===== src/rtl/instruction_execute.sv =====
// tinycpu execute stage: 16x32 register file plus integer ALU behind a DIR/DOR/ack handshake.
// Optional build macro EXEC_FLAGS_EN adds the {carry, zero} flags port and the ADC opcode.
module instruction_execute #(
    parameter int NREGS   = 16,
    parameter int SHAMT_W = 5
) (
    input  logic        clk,
    input  logic        reset,
    input  logic        DIR,
    output logic        ack_from_EX,
    input  logic [31:0] data_in,
    output logic        DOR,
    input  logic        ack_to_EX,
    output logic [31:0] data_out,
    output logic [3:0]  result_rd,
    output logic        illegal
`ifdef EXEC_FLAGS_EN
    ,
    output logic [1:0]  flags
`endif
);

    typedef enum logic [1:0] {IDLE, EXEC, OUT} state_t;

    state_t      state, next_state;
    logic        armed;
    logic [31:0] instr;
    logic [31:0] regs [NREGS];

    logic [3:0]  op, rd, rs1, rs2;
    logic [15:0] imm16;
    logic [31:0] op_a, op_b;
    logic [SHAMT_W-1:0] shamt;
    logic [32:0] shr_tmp;
    logic [32:0] res33;
    logic [31:0] result;
    logic        wr_en, keep_rd, bad_op, upd_flags;
    logic        accept;

    assign op    = instr[31:28];
    assign rd    = instr[27:24];
    assign rs1   = instr[23:20];
    assign rs2   = instr[19:16];
    assign imm16 = instr[15:0];

    // r0 is hardwired to zero on the read side; its storage is never written.
    assign op_a    = (rs1 == 4'd0) ? 32'd0 : regs[rs1];
    assign op_b    = (rs2 == 4'd0) ? 32'd0 : regs[rs2];
    assign shamt   = op_b[SHAMT_W-1:0];
    assign shr_tmp = {op_a, 1'b0} >> shamt;
    assign result  = res33[31:0];
    assign accept  = (state == IDLE) && DIR && armed;

    // res33[32] carries the carry/borrow/last-shifted-out bit for flag updates.
    always_comb begin
        res33     = '0;
        wr_en     = 1'b1;
        keep_rd   = 1'b1;
        bad_op    = 1'b0;
        upd_flags = 1'b1;
        case (op)
            4'h0: begin wr_en = 1'b0; keep_rd = 1'b0; upd_flags = 1'b0; end
            4'h1: res33 = {1'b0, op_a} + {1'b0, op_b};
            4'h2: res33 = {1'b0, op_a} - {1'b0, op_b};
            4'h3: res33 = {1'b0, op_a & op_b};
            4'h4: res33 = {1'b0, op_a | op_b};
            4'h5: res33 = {1'b0, op_a ^ op_b};
            4'h6: res33 = {1'b0, op_a} << shamt;
            4'h7: res33 = {shr_tmp[0], shr_tmp[32:1]};
            4'h8: res33 = {1'b0, op_a} + {1'b0, {{16{imm16[15]}}, imm16}};
            4'h9: begin res33 = {1'b0, imm16, 16'h0}; upd_flags = 1'b0; end
            4'hA: begin res33 = {1'b0, op_a | {16'h0, imm16}}; upd_flags = 1'b0; end
`ifdef EXEC_FLAGS_EN
            4'hB: res33 = {1'b0, op_a} + {1'b0, op_b} + {32'd0, flags[1]};
`endif
            default: begin
                wr_en     = 1'b0;
                keep_rd   = 1'b0;
                bad_op    = 1'b1;
                upd_flags = 1'b0;
            end
        endcase
    end

`ifndef EXEC_FLAGS_EN
    logic unused_flag_bits;
    assign unused_flag_bits = &{1'b0, res33[32], upd_flags};
`endif

    always_comb begin
        next_state = state;
        case (state)
            IDLE:    if (accept) next_state = EXEC;
            EXEC:    next_state = OUT;
            OUT:     if (ack_to_EX) next_state = IDLE;
            default: next_state = IDLE;
        endcase
    end

    always_ff @(posedge clk) begin
        if (reset) state <= IDLE;
        else       state <= next_state;
    end

    always_ff @(posedge clk) begin
        if (reset) begin
            armed       <= 1'b1;
            ack_from_EX <= 1'b0;
            DOR         <= 1'b0;
            data_out    <= '0;
            result_rd   <= '0;
            illegal     <= 1'b0;
            instr       <= '0;
            // NOTE: the register file must read as zero after reset, so every entry
            // is cleared here; this forces flops rather than a RAM macro.
            for (int i = 0; i < NREGS; i++) regs[i] <= '0;
`ifdef EXEC_FLAGS_EN
            flags       <= '0;
`endif
        end else begin
            illegal <= 1'b0;
            // Re-arm only after DIR has been seen low, so a held word is taken once.
            if (!DIR) armed <= 1'b1;
            case (state)
                IDLE: if (accept) begin
                    instr       <= data_in;
                    ack_from_EX <= 1'b1;
                    armed       <= 1'b0;
                end
                EXEC: begin
                    ack_from_EX <= 1'b0;
                    DOR         <= 1'b1;
                    data_out    <= result;
                    result_rd   <= keep_rd ? rd : 4'd0;
                    illegal     <= bad_op;
                    if (wr_en && rd != 4'd0) regs[rd] <= result;
`ifdef EXEC_FLAGS_EN
                    if (upd_flags) flags <= {res33[32], result == 32'd0};
`endif
                end
                OUT: if (ack_to_EX) DOR <= 1'b0;
                default: ;
            endcase
        end
    end

endmodule


===== config.mk =====
export PLATFORM = sky130hd
export DESIGN_NAME = instruction_execute
export DESIGN_NICKNAME = d
export VERILOG_FILES = /design/src/rtl/instruction_execute.sv
export SDC_FILE = /design/constraint.sdc
export NUM_CORES = 1
export LEC_CHECK = 0
export BUFFER_PORTS_ARGS = -buffer_cell sky130_fd_sc_hd__clkbuf_2
export CORE_MARGIN = 1
export CORE_UTILIZATION = 55
export DETAILED_ROUTE_END_ITERATION = 16
export PLACE_DENSITY = 0.74
export SLEW_MARGIN = 20
export SYNTH_ARGS = -nofsm -noshare
export SYNTH_HDL_FRONTEND = slang
export SYNTH_SLANG_ARGS = --single-unit

===== constraint.sdc =====
create_clock -name clk -period 8.4 [get_ports clk]
set_clock_uncertainty 0.15 [all_clocks]
set_input_delay 1.68 -clock clk [delete_from_list [all_inputs] [get_ports clk]]
set_output_delay 1.68 -clock clk [all_outputs]
set_load 0.02 [all_outputs]

==> flow_metrics.py <==
metrics = {
    "outcome": {
        "status": "completed",
    },
    "yosys": {
        "syn_area_um2": 37200,
        "avgSynthCellArea_um2": 11.5,
        "synthCells": 3230,
        "yosysUniqueCellTypes": 99,
        "synth_top_area_share_pct": 41.4,
        "synth_common_cells": "nor2_1 (588), edfxtp_1 (512), nand2_1 (270), mux4_2 (244), a21oi_1 (167)",
        "synth_edf_count": 512,
        "yosys_warnings": 0,
        "async_flop_share_pct": 0,
        "yosysTopAreaCell": "edfxtp_1",
        "synthTopCellsByArea": "edfxtp_1 (41%), mux4_2 (15%), nor2_1 (5.9%)",
        "synth.most_common_cell": "nor2_1",
        "ys_ff_latch": 594,
        "synth_ff_type": "edfxtp_1",
        "ys_seq_area_share_pct": 45.8,
    },
    "sta": {
        "hold_ws_ns": 0.318,
        "relSlewSlack_pct": 20.6,
        "fin_crit_ns": 7.43,
        "finalSetupTns_ns": 0,
        "setup_viol": 0,
        "rsz0062_at_grt": "false",
        "max_freq_ghz": 0.135,
        "finalHoldViolCount": 0,
        "tightest_slew_ns": 1.19,
        "fin_ws_ns": 0.973,
        "finalMaxSlewViolations": 0,
        "min_period_over_period_pct": 88.4,
    },
    "min_path": {
        "hold_class": "flip-flop to flip-flop",
    },
    "grt": {
        "grt_max_degree": 80,
        "grt_pass1_wl_um": 204000,
        "grt_pass1_vias": 30058,
        "global_route.usage.total_pct": 41.7,
        "antenna_found_initial": 4,
        "grt_overflow": 0,
    },
    "clock_network": {
        "post_cts_buffers": 0,
        "cts_resized": 0,
        "insertion_delay_ns": 0.68,
        "clockBufferDepth": 3,
        "clock-sinks": 594,
        "clk_pin_slew_ns": 0.07,
        "numCtsBuffers": 61,
        "cts_tree": "built",
        "hold_buffers": 0,
        "h-tree-depth": 2,
        "root_buffer": "clkbuf_16",
    },
    "floorplanning": {
        "num_rows": 94,
        "dieArea_um2": 68600,
        "ios": 75,
        "die_h_um": 262,
        "coreArea_um2": 66300,
        "start_util_pct": 56.0,
        "die_w_um": 262,
    },
    "run": {
        "max-cap-violations": 0,
    },
    "worst_setup_path": {
        "critPathKind": "flip-flop to flip-flop",
        "path_max_fanout": 28,
        "worstSetupEndpointType": "flip-flop",
        "worstPathArrival_ns": 7.67,
        "crit_required_ns": 8.64,
        "worstSetupStartpointType": "flip-flop",
    },
    "placed_design": {
        "io_buffers": 74,
        "place.gp.congestion": 1.04,
        "pre_cts_slack_ns": 1.21,
        "dp_hpwl_um": 93300,
    },
    "routing": {
        "wl_um": 143000,
        "drt-initial-drc-count": 4586,
        "drcViolationCount": 0,
        "vias": 30502,
        "drtAntennaViolNets": 0,
        "vias_per_cell": 7.33,
        "first_pass_iters": 7,
        "wl_per_cell_um": 34.4,
    },
    "layout": {
        "nNetsFinal": 3381,
        "diodes": 0,
        "syn_to_final_growth_pct": 8.38,
        "final_layout_size_suffix_gt1_share_pct": 19.7,
    },
    "power_and_ir_drop": {
        "power_density_nw_per_um2": 216,
        "leakagePower_nw": 14.6,
        "peakVddDrop_mv": 0.174,
    },
}
[area by class of cell]
type	count	area, um2
Timing Repair Buffer	194	1280
Clock inverter	37	398
Sequential cell	594	17000
Multi-Input combinational cell	2319	18600
Tap cell	864	1080
Fill cell	5252	26100
Inverter	77	290
Clock buffer	76	1620
[path summary, 6_finish.rpt]
kind,from,end,slack (ns),cells past startpoint
setup / recovery,flip-flop,regs[10][29],0.97,22
hold / removal,ack_from_EX,ack_from_EX,0.32,2
setup reg to reg,flip-flop,regs[10][29],0.97,22
hold reg to reg,ack_from_EX,ack_from_EX,0.32,2
[cell families (layout without fill, tap and decap cells)]
kind of cell,count (synthesis),after routing,share of synthesized area [%]
other,1,32,0.0101
XOR/XNOR,42,42,0.990
AND/OR/NAND/NOR,1069,1069,12.2
flip-flops,594,594,45.8
AO/OA/AOI/OAI,692,692,13.2
adder cells (fa/ha/maj),98,98,3.32
buffers and inverters,348,384,5.05
multiplexers,386,386,19.4
[per-layer routing]
| layer | share of wire (%) | GRT usage (%) | wire (um) |
|---|---|---|---|
| met5 | 0.0091 | 0 | 13 |
| met3 | 14 | 11.5 | 19400 |
| met4 | 8.0 | 29.5 | 11500 |
| met1 | 34 | 51.6 | 48000 |
| met2 | 45 | 63.7 | 64200 |
[placed cells by master, fill, tap and decap left out, drive strengths merged, types with 7 or more instances in the layout]
cell and n:
a21o 28, a22o 12, o22ai 18, conb 32, o21a 18, ha 97, and3 17, a21oi 169
a22oi 46, buf 121, xnor2 31, mux2i 109, clkinv 26, nor3 20, o211ai 30, o221ai 24
mux2 15, a221oi 37, nor2b 45, nand2 271, nand4 10, a31oi 24, a221o 21, and2 11
nand2b 32, o21ai 122, clkbuf 149, a211oi 54, o22a 15, nor2 599, inv 78, mux4 262
nand3 28, o31ai 7, xor2 11, dfxtp 82, and2b 7, a211o 9, edfxtp 512
[state kept, by name, indices dropped and copies added (netlist names), named ones only]
register / flops
ack_from_EX: 1
result_rd: 4
regs: 512
DOR: 1
armed: 1
illegal: 1
data_out: 32
instr: 32
state: 2
[metrics by stage]
stage / power (mW) / std cells / cell area, um2 / util [%]
floorplan: 5.05 / 3261 / 37300 / -
CTS: 8.60 / 4161 / 40300 / 60.7
detailed placement: 5.89 / 4048 / 38200 / 57.6
global route: 8.91 / 4161 / 40300 / 60.7
global placement: 5.86 / 4047 / 38200 / 57.6
finish: 8.70 / 4161 / 40300 / 60.7
[critical path: stages (launching register included)]
cell      delay (ns)
dfxtp_4         0.65
buf_12          0.31
mux4_2          0.53
a22o_1          0.25
a221oi_1        0.80
and2_1          0.29
nor2_1          0.06
nor2_1          0.18
nand2_1         0.12
nor3_1          0.43
a31oi_1         0.16
o311ai_0        0.43
ha_1            0.38
a21o_1          0.20
a21o_1          0.17
a21oi_1         0.17
nand4_1         0.16
a41o_1          0.38
a21oi_1         0.24
o21ai_0         0.14
xnor2_1         0.17
o211a_1         0.60
nor2_1          0.14
[power breakdown]
part	switching (mW)	internal, mW	leakage [nW]
Sequential	0.131	3.32	5.94
Combinational	1.68	0.819	7.66
Clock	1.20	1.56	0.978
Total	3.01	5.70	14.6
(Power assumes the default switching activity.)
